## src/rtl/melody_player.sv

```systemverilog
// melody_player: score sequencer feeding the tone/octave/volume audio top.
// It walks a combinational score memory. For each entry it drives the decoded
// left/right frequencies in Hz for dur beats, minus a trailing articulation gap of rest.
// Playback supports start, stop, pause/resume and looping.
module melody_player #(
    parameter int unsigned TICK_DIV   = 12500000,
    parameter int unsigned GAP_CYCLES = 1250000,
    parameter int unsigned SONG_LEN   = 64,
    parameter int unsigned ADDR_W     = 6
) (
    input  logic              clk,
    input  logic              rst,
    input  logic              start,
    input  logic              stop,
    input  logic              pause,
    input  logic              loop_en,
    output logic [ADDR_W-1:0] note_addr,
    input  logic [13:0]       note_data,
    output logic [31:0]       freq_left,
    output logic [31:0]       freq_right,
    output logic              playing,
    output logic              done
);

    typedef enum logic [2:0] {
        S_IDLE,
        S_FETCH,
        S_HOLD,
        S_GAP,
        S_PAUSE
    } state_t;

    localparam int unsigned       TW        = (TICK_DIV > 1) ? $clog2(TICK_DIV) : 1;
    localparam logic [TW-1:0]     TICK_LAST = TW'(TICK_DIV - 1);
    localparam logic [TW-1:0]     HOLD_LAST = TW'(TICK_DIV - 1 - GAP_CYCLES);
    localparam logic [ADDR_W-1:0] ADDR_LAST = ADDR_W'(SONG_LEN - 1);
    localparam logic [31:0]       REST_HZ   = 32'd50000000;

    function automatic logic [31:0] code_to_hz(input logic [4:0] code);
        logic [31:0] hz;
        case (code)
            5'd1:    hz = 32'd131;
            5'd2:    hz = 32'd147;
            5'd3:    hz = 32'd165;
            5'd4:    hz = 32'd174;
            5'd5:    hz = 32'd196;
            5'd6:    hz = 32'd220;
            5'd7:    hz = 32'd247;
            5'd8:    hz = 32'd262;
            5'd9:    hz = 32'd294;
            5'd10:   hz = 32'd330;
            5'd11:   hz = 32'd349;
            5'd12:   hz = 32'd392;
            5'd13:   hz = 32'd440;
            5'd14:   hz = 32'd494;
            5'd15:   hz = 32'd524;
            5'd16:   hz = 32'd588;
            5'd17:   hz = 32'd660;
            5'd18:   hz = 32'd698;
            5'd19:   hz = 32'd784;
            5'd20:   hz = 32'd880;
            5'd21:   hz = 32'd988;
            default: hz = REST_HZ;
        endcase
        return hz;
    endfunction

    state_t             state_q, state_d, ret_q, ret_d;
    logic [ADDR_W-1:0]  addr_q, addr_d;
    logic [TW-1:0]      tick_q, tick_d, tick_next;
    logic [3:0]         beats_q, beats_d;
    logic [31:0]        note_l_q, note_l_d, note_r_q, note_r_d;
    logic [31:0]        freq_left_q, freq_left_d, freq_right_q, freq_right_d;
    logic               playing_q, playing_d, done_q, done_d;
    logic               tick_last;
    logic [3:0]         dur;

    assign dur       = note_data[13:10];
    assign tick_last = (tick_q == TICK_LAST);
    assign tick_next = tick_last ? '0 : tick_q + 1'b1;

    // Next-state: normal sequencing first, then pause, start and stop overlaid in rising priority.
    always_comb begin
        state_d  = state_q;
        ret_d    = ret_q;
        addr_d   = addr_q;
        tick_d   = tick_q;
        beats_d  = beats_q;
        note_l_d = note_l_q;
        note_r_d = note_r_q;
        done_d   = 1'b0;

        case (state_q)
            S_FETCH: begin
                if (dur == 4'd0) begin
                    addr_d = '0;
                    if (!loop_en) begin
                        state_d = S_IDLE;
                        done_d  = 1'b1;
                    end
                end else begin
                    note_l_d = code_to_hz(note_data[9:5]);
                    note_r_d = code_to_hz(note_data[4:0]);
                    beats_d  = dur;
                    tick_d   = '0;
                    state_d  = S_HOLD;
                end
            end
            S_HOLD: begin
                tick_d = tick_next;
                if (tick_last) beats_d = beats_q - 4'd1;
                if (beats_q == 4'd1 && tick_q == HOLD_LAST) state_d = S_GAP;
            end
            S_GAP: begin
                tick_d = tick_next;
                if (tick_last) begin
                    tick_d = '0;
                    if (addr_q == ADDR_LAST) begin
                        addr_d = '0;
                        if (loop_en) begin
                            state_d = S_FETCH;
                        end else begin
                            state_d = S_IDLE;
                            done_d  = 1'b1;
                        end
                    end else begin
                        addr_d  = addr_q + 1'b1;
                        state_d = S_FETCH;
                    end
                end
            end
            S_PAUSE: begin
                if (pause) state_d = ret_q;
            end
            default: ;
        endcase

        // The cycle that accepts pause still advances timing; the advanced state is what resumes,
        // so paused cycles add nothing to the note length. A song ending on that cycle still ends.
        if (pause && (state_q == S_HOLD || state_q == S_GAP) && state_d != S_IDLE) begin
            ret_d   = state_d;
            state_d = S_PAUSE;
        end

        if (start) begin
            state_d = S_FETCH;
            addr_d  = '0;
            tick_d  = '0;
            beats_d = '0;
            done_d  = 1'b0;
        end

        if (stop) begin
            state_d = S_IDLE;
            addr_d  = '0;
            tick_d  = '0;
            beats_d = '0;
            done_d  = 1'b0;
        end
    end

    // Output decode from the upcoming state so the registered outputs line up with it.
    always_comb begin
        freq_left_d  = (state_d == S_HOLD) ? note_l_d : REST_HZ;
        freq_right_d = (state_d == S_HOLD) ? note_r_d : REST_HZ;
        playing_d    = (state_d == S_FETCH) || (state_d == S_HOLD) || (state_d == S_GAP);
    end

    // State and output registers with synchronous active-low reset.
    always_ff @(posedge clk) begin
        if (!rst) begin
            state_q      <= S_IDLE;
            ret_q        <= S_IDLE;
            addr_q       <= '0;
            tick_q       <= '0;
            beats_q      <= '0;
            note_l_q     <= REST_HZ;
            note_r_q     <= REST_HZ;
            freq_left_q  <= REST_HZ;
            freq_right_q <= REST_HZ;
            playing_q    <= 1'b0;
            done_q       <= 1'b0;
        end else begin
            state_q      <= state_d;
            ret_q        <= ret_d;
            addr_q       <= addr_d;
            tick_q       <= tick_d;
            beats_q      <= beats_d;
            note_l_q     <= note_l_d;
            note_r_q     <= note_r_d;
            freq_left_q  <= freq_left_d;
            freq_right_q <= freq_right_d;
            playing_q    <= playing_d;
            done_q       <= done_d;
        end
    end

    assign note_addr  = addr_q;
    assign freq_left  = freq_left_q;
    assign freq_right = freq_right_q;
    assign playing    = playing_q;
    assign done       = done_q;

endmodule
```

## config.mk

```make
export PLATFORM = sky130hd
export DESIGN_NAME = melody_player
export DESIGN_NICKNAME = d
export VERILOG_FILES = /design/src/rtl/melody_player.sv
export SDC_FILE = /design/constraint.sdc
export NUM_CORES = 1
export LEC_CHECK = 0
export ABC_AREA = 1
export ABC_CLOCK_PERIOD_IN_PS = 2800
export CORE_AREA = 2 2 146 148
export CTS_CLUSTER_SIZE = 25
export DETAILED_ROUTE_END_ITERATION = 6
export DIE_AREA = 0 0 148 150
export DONT_BUFFER_PORTS = 1
export PLACE_DENSITY_LB_ADDON = 0.15
export SLEW_MARGIN = 0
export SYNTH_ARGS = -nofsm -noshare
export SYNTH_HDL_FRONTEND = slang
export SYNTH_SLANG_ARGS = --single-unit
```

## constraint.sdc

```tcl
create_clock -name clk -period 2.8 [get_ports clk]
set_clock_uncertainty 0.05 [all_clocks]
set_input_delay 0.42 -clock clk [delete_from_list [all_inputs] [get_ports clk]]
set_output_delay 0.42 -clock clk [all_outputs]
set_load 0.1 [all_outputs]
```

**Word-level counts from Yosys, hierarchy flattened**

Memories as Yosys holds them, arrays and structs flattened.
Cells that the tools add are included.

- Register bits after elaboration: 170
- Bits in read-only memories: 1344
- Input port bits: 20
- Output and inout port bits: 72
- Logic and storage cells: 79
- Memories kept: 2

- Add/sub/neg operators: 3
- Eq/ne operators: 15
- Mux-type cells: 31
- Bitwise operators: 1
- Reductions and logical operators: 16

Memories:

| memory | words | width | rd ports | clocked after Yosys merged registers in | write ports | line | source |
|---|---|---|---|---|---|---|---|
| (no name shown) | 32 | 21 | 1 | 0 | 0 | 41 | `case (code)` |
| (no name shown) | 32 | 21 | 1 | 0 | 0 | 41 |  |

Operators with widths:

| cell | count |
|---|---|
| $mux W32 | 4 |
| $mux W24 | 3 |
| $pmux W24 S3 | 1 |
| $eq A24 B24 Y1 const B | 2 |
| $mux W3 | 9 |
| $add A24 B1 Y24 const B | 1 |
| $mux W6 | 3 |
| $eq A3 B2 Y1 const B | 4 |
| $pmux W3 S4 | 1 |
| $pmux W6 S2 | 1 |
| $mux W4 | 2 |
| $ne A2 B2 Y1 const B | 4 |
| $pmux W4 S2 | 1 |
| $add A6 B1 Y6 const B | 1 |
| $eq A3 B1 Y1 const B | 2 |
| $eq A6 B6 Y1 const B | 1 |
| $reduce_and A3 Y1 | 2 |
| $reduce_bool A3 Y1 | 2 |
| $mux W1 | 5 |
| $eq A4 B1 Y1 const B | 1 |
| $logic_not A4 Y1 | 1 |
| $reduce_and A2 Y1 | 2 |
| $reduce_bool A2 Y1 | 2 |
| $sub A4 B1 Y4 const B | 1 |
| other kinds (6) | 10 |

**Logic depth before layout (Yosys ltp)**

- Depth after elaboration: 12
- Gate-level depth with buffers: 15
- Mapped depth without buffers: 15

**Least setup slack after synthesis**

No wires, ideal clock.

- Path type: register to register
- Start point: register addr_q[0], in the netlist note_addr[0]
- End point: register freq_left_q[7], in the netlist freq_left[7]
- Arrival time: 2.428 ns
- Data required time: 2.626 ns
- Setup slack: 0.199 ns
- Cell stages (with the launch flop): 14
- Path buffers: 1
- Clock period less this slack: 2.601 ns
- Cells stage by stage: dfxtp_1 > ha_1 > nand2_1 > nor2_1 > nand2_1 > nor2_1 > nand3_1 > nand2_1 > nand3_2 > nand2_2 > nand3b_2 > nor2_4 > buf_6 > nand3_1

- Word-level cells in the longest chain between the ends: 11

Ends and longest elaborated chain:

| what | line | source |
|---|---|---|
| start: declaration | 69 | `logic [ADDR_W-1:0] addr_q, addr_d;` |
| start signal: assignment | 186 | `addr_q <= addr_d;` |
| $eq A6 B6 Y1 * | 118 | `if (addr_q == ADDR_LAST) begin` |
| $mux W3 * | 118 |  |
| $mux W3 * | 116 | `if (tick_last) begin` |
| $pmux W3 S4 * | 93 | `case (state_q)` |
| $reduce_bool A3 Y1 | 140 | `if (pause && (state_q == S_HOLD \|\| state_q == S_GAP) && state_d != S_IDLE) begin` |
| $logic_and A1 B1 Y1 | 140 |  |
| $mux W3 * | 140 |  |
| $mux W3 * | 145 | `if (start) begin` |
| $mux W3 * | 153 | `if (stop) begin` |
| $eq A3 B2 Y1 * | 164 | `freq_left_d = (state_d == S_HOLD) ? note_l_d : REST_HZ;` |
| $reduce_and A2 Y1 (no line) * | -- |  |
| end signal: assignment | 191 | `freq_left_q <= freq_left_d;` |
| end: declaration | 73 | `logic [31:0] freq_left_q, freq_left_d, freq_right_q, freq_right_d;` |

Every way passes the cells marked *; elsewhere a longest branch is shown, timed or not.
A chain may end at the register's enable or synchronous reset.

**Worst setup path in the final report**

- Start point: register tick_q[0]
- End point: register freq_right_q[12], in the netlist freq_right[12]

- Word-level cells in the longest chain between the ends: 11

Ends and longest elaborated chain:

| what | line | source |
|---|---|---|
| start: declaration | 70 | `logic [TW-1:0] tick_q, tick_d, tick_next;` |
| start signal: assignment | 187 | `tick_q <= tick_d;` |
| $eq A24 B24 Y1 | 112 | `if (beats_q == 4'd1 && tick_q == HOLD_LAST) state_d = S_GAP;` |
| $logic_and A1 B1 Y1 | 112 |  |
| $mux W3 | 112 |  |
| $pmux W3 S4 * | 93 |  |
| $reduce_bool A3 Y1 | 140 |  |
| $logic_and A1 B1 Y1 | 140 |  |
| $mux W3 * | 140 |  |
| $mux W3 * | 145 |  |
| $mux W3 * | 153 |  |
| $eq A3 B2 Y1 * | 165 | `freq_right_d = (state_d == S_HOLD) ? note_r_d : REST_HZ;` |
| $reduce_and A2 Y1 (no line) * | -- |  |
| end signal: assignment | 192 | `freq_right_q <= freq_right_d;` |
| end: declaration | 73 |  |

Marked as above.

==> impl_metrics.csv <==
group,metric,value,unit
cts,clock_path_buffers,2,
global_routing,grt_pass1_wl,27370,um
die,core,20690,um2
sta,setup_viol,0,
die,num_io_pins,92,
die,die_x,148,um
power_and_ir_drop,p_leak,0.003271,uW
cts,cts_setup_buffers,0,
cts,cts_made_buffers,17,
power_and_ir_drop,power_frac_seq,0.486,
sta,report.final.hold_viol_count,0,
critical_path,r2r_cells,12,
sta,holdWs,93.09,ps
synth,post-synth-top-area-fraction,0.4776,
cts,cts_root_buf,"clkbuf_16",
synth,ys_warn_count,0,
cells_and_area,drive_gt1_frac,0.1216,
synth,ys_types,44,
placed_design,placed_cells,1189,
sta,worstMarginPinSlew,1089,ps
sta,drv_slew,0,
detailed_routing,firstDrtPassIters,5,
synth,postSynth.asyncResetShare,0,
critical_path,crit_path_end,"freq_right[12]",
die,row_count,53,
power_and_ir_drop,p_comb_frac,0.046,
sta,max_freq,412.9,MHz
critical_path,startpoint_type,"flip-flop",
cells_and_area,num_antenna_cells,0,
critical_path,critical_path_class,"reg2reg",
synth,syn_avg_cell_area,7.678,um2
power_and_ir_drop,power,5091,uW
cts,cts_max_level,4,
placed_design,port_buffers,0,
synth,yosys_most_used_dff,"dfxtp_1",
power_and_ir_drop,p_int,3887,uW
critical_path,cp_max_fo,24,
critical_path,crit_chain,"ha_1 -> nand2_1 -> nor2_4 -> inv_1 -> nor2_1 -> nand3_1 -> nand2_1 -> nand2_1 -> nand3_2 -> nand3b_2 -> nor2_4 -> nand3_1",
critical_path,cpMaxStageDelayCell,"nor2_4",
synth,synth-seq-cells,170,
detailed_routing,routed-via-count,5701,
cells_and_area,layout.nets,969,
global_routing,grt_pass1_vias,5399,
critical_path,r2r-end,"freq_right[12]",
placed_design,dp_hpwl,11550,um
flow_run,max_cap_violations,0,
detailed_routing,via_per_inst,4.669,
cts,clk_pin_slew,70,ps
outcome,status,"finished clean",
synth,synth_area_leader_cell,"dfxtp_1",
critical_path,arrival,2640,ps
detailed_routing,wl,16430,um
critical_path,timing.rr.start,"tick_q[0]",
sta,rsz0062_at_grt,"no",
sta,min_period,2422,ps
sta,setup_tns,0,ps
synth,synth_edf_count,0,
cells_and_area,fin_util,0.3885,
global_routing,grt-ovfl-total,0,
synth,synth_cells,928,
critical_path,cp_data_required_time,3010,ps
critical_path,endpoint_kind,"flip-flop",
critical_path,cp_common_cell,"nand2_1",
cells_and_area,instances_no_fill,1221,
power_and_ir_drop,clockPowerShare,0.467,
sta,slew_headroom,0.2663,
cts,post_cts_resized,0,
sta,period_share,0.8650,
detailed_routing,drt_iter0_markers,303,
power_and_ir_drop,p_switching,1204,uW
synth,synth.most_common_cell,"dfxtp_1",
synth,synth.cell_area,7126,um2
die,die-area,22200,um2
global_routing,grt_max_degree,41,
critical_path,critical_path.max_stage_delay,450,ps
hold_path,hold_class,"in2reg",
synth,synthTopCellsByArea,"dfxtp_1 48%, nand2_1 8.2%, inv_1 7.3%",
cts,insertion_delay,420,ps
critical_path,critPathLaunch,"tick_q[0]",
synth,ys_seq_area_frac,0.4776,
global_routing,grt_usage,0.1532,
power_and_ir_drop,switching_share,0.2364,
placed_design,routabilityCongestion,0.8601,
power_and_ir_drop,ir_drop,0.0003813,V
synth,yosys-top-cells-count,"170 x dfxtp_1, 156 x nand2_1, 139 x inv_1",
cts,cts_tree,"yes",
die,initial_core_util,0.3444,
detailed_routing,ant_nets,0,
synth,synth.net_count,964,
power_and_ir_drop,p_per_area,633.2,nW/um2
critical_path,r2r_slack,380,ps
die,die_y,150,um
detailed_routing,drc_errors,0,
cts,clkSinkCount,170,
detailed_routing,wl_per_cell,13.46,um
cells_and_area,syn_to_final_growth,12.82,%
cts,holdBufCountCts,0,
global_routing,grt_antenna_before_repair,0,
## per-stage QoR
stage,area [um2],worst slack (ps)
6_report,8039,377.9
5_1_grt,8039,109.6
4_1_cts,8039,370.0
3_5_place_dp,7442,397.5
3_3_place_gp,7442,504.4
2_1_floorplan,7126,198.7
## flip-flops by register name (all words and copies together), names as in the netlist, 3 cells and up
name        flops
freq_left      32
freq_right     32
note_l_q       32
note_r_q       32
tick_q         24
note_addr       6
beats_q         4
ret_q           3
state_q         3
## how the worst min path moves through the flow
stage | startpoint | end | slack (ps) | depth (start not counted)
2_1_floorplan | note_l_q[20] | note_l_q[20] | 360 | 2
3_3_place_gp | note_l_q[13] | note_l_q[13] | 380 | 2
3_5_place_dp | note_r_q[20] | note_r_q[20] | 390 | 2
4_1_cts | rst | state_q[1] | 70 | 2
5_1_grt | rst | note_l_q[2] | 80 | 2
6_report | rst | note_l_q[3] | 90 | 2
## worst max-delay path: cells and delay by family, from the launching register on
family	cells	cell delay, ps
and+or+nand+nor	10	1530
buffers and inverters	1	90
DFF	1	370
adders and majority gates	1	220
## cells in the final DEF, fill, tap and decap left out, types with 13 or more instances in the layout
cell type | synthesis | final
dfxtp_1 | 170 | 170
nand2_1 | 156 | 156
inv_1 | 139 | 139
nor2_1 | 96 | 96
nand3_1 | 62 | 61
a21oi_1 | 56 | 56
o21ai_0 | 53 | 53
nor2_2 | 41 | 41
buf_4 | 4 | 19
clkbuf_16 | 0 | 17
ha_1 | 16 | 16
nor3_1 | 15 | 15
nand4_1 | 15 | 15
a31oi_1 | 13 | 13
## cells by family after synthesis
group | synth area share
and+or+nand+nor | 0.2685
buffers and inverters | 0.1048
DFF | 0.4776
AOI/OAI and AO/OA | 0.1148
adders and majority gates | 0.02809
xor gates and xnor gates | 0.006147
## area by class of cell
| type | instances | area, um2 |
|---|---|---|
| Fill cell | 2233 | 12650 |
| Sequential cell | 170 | 3403 |
| Multi-Input combinational cell | 579 | 2988 |
| Inverter | 145 | 544.3 |
| Clock buffer | 19 | 442.9 |
| Tap cell | 275 | 344.1 |
| Timing Repair Buffer | 20 | 162.7 |
| Clock inverter | 13 | 153.9 |
## routing by layer
layer | up-vias | GRT usage | share of wire | wire [um]
met1 | 2596 | 0.2079 | 0.50 | 8147
met2 | 130 | 0.2257 | 0.42 | 6889
met3 | 12 | 0.05610 | 0.074 | 1215
met4 | 0 | 0.04905 | 0.011 | 181
li1 | 2963 | - | - | -
met5 | - | 0 | 0 | 0
## power groups by stage
stage	Combinational [uW]	Clock [uW]	Sequential, uW
2_1_floorplan	187	0	2530
3_3_place_gp	239	0	2530
3_5_place_dp	235	0	2530
4_1_cts	236	2470	2480
5_1_grt	270	2570	2480
6_report	235	2380	2480
No activity file was read; power rests on OpenSTA's default activity.
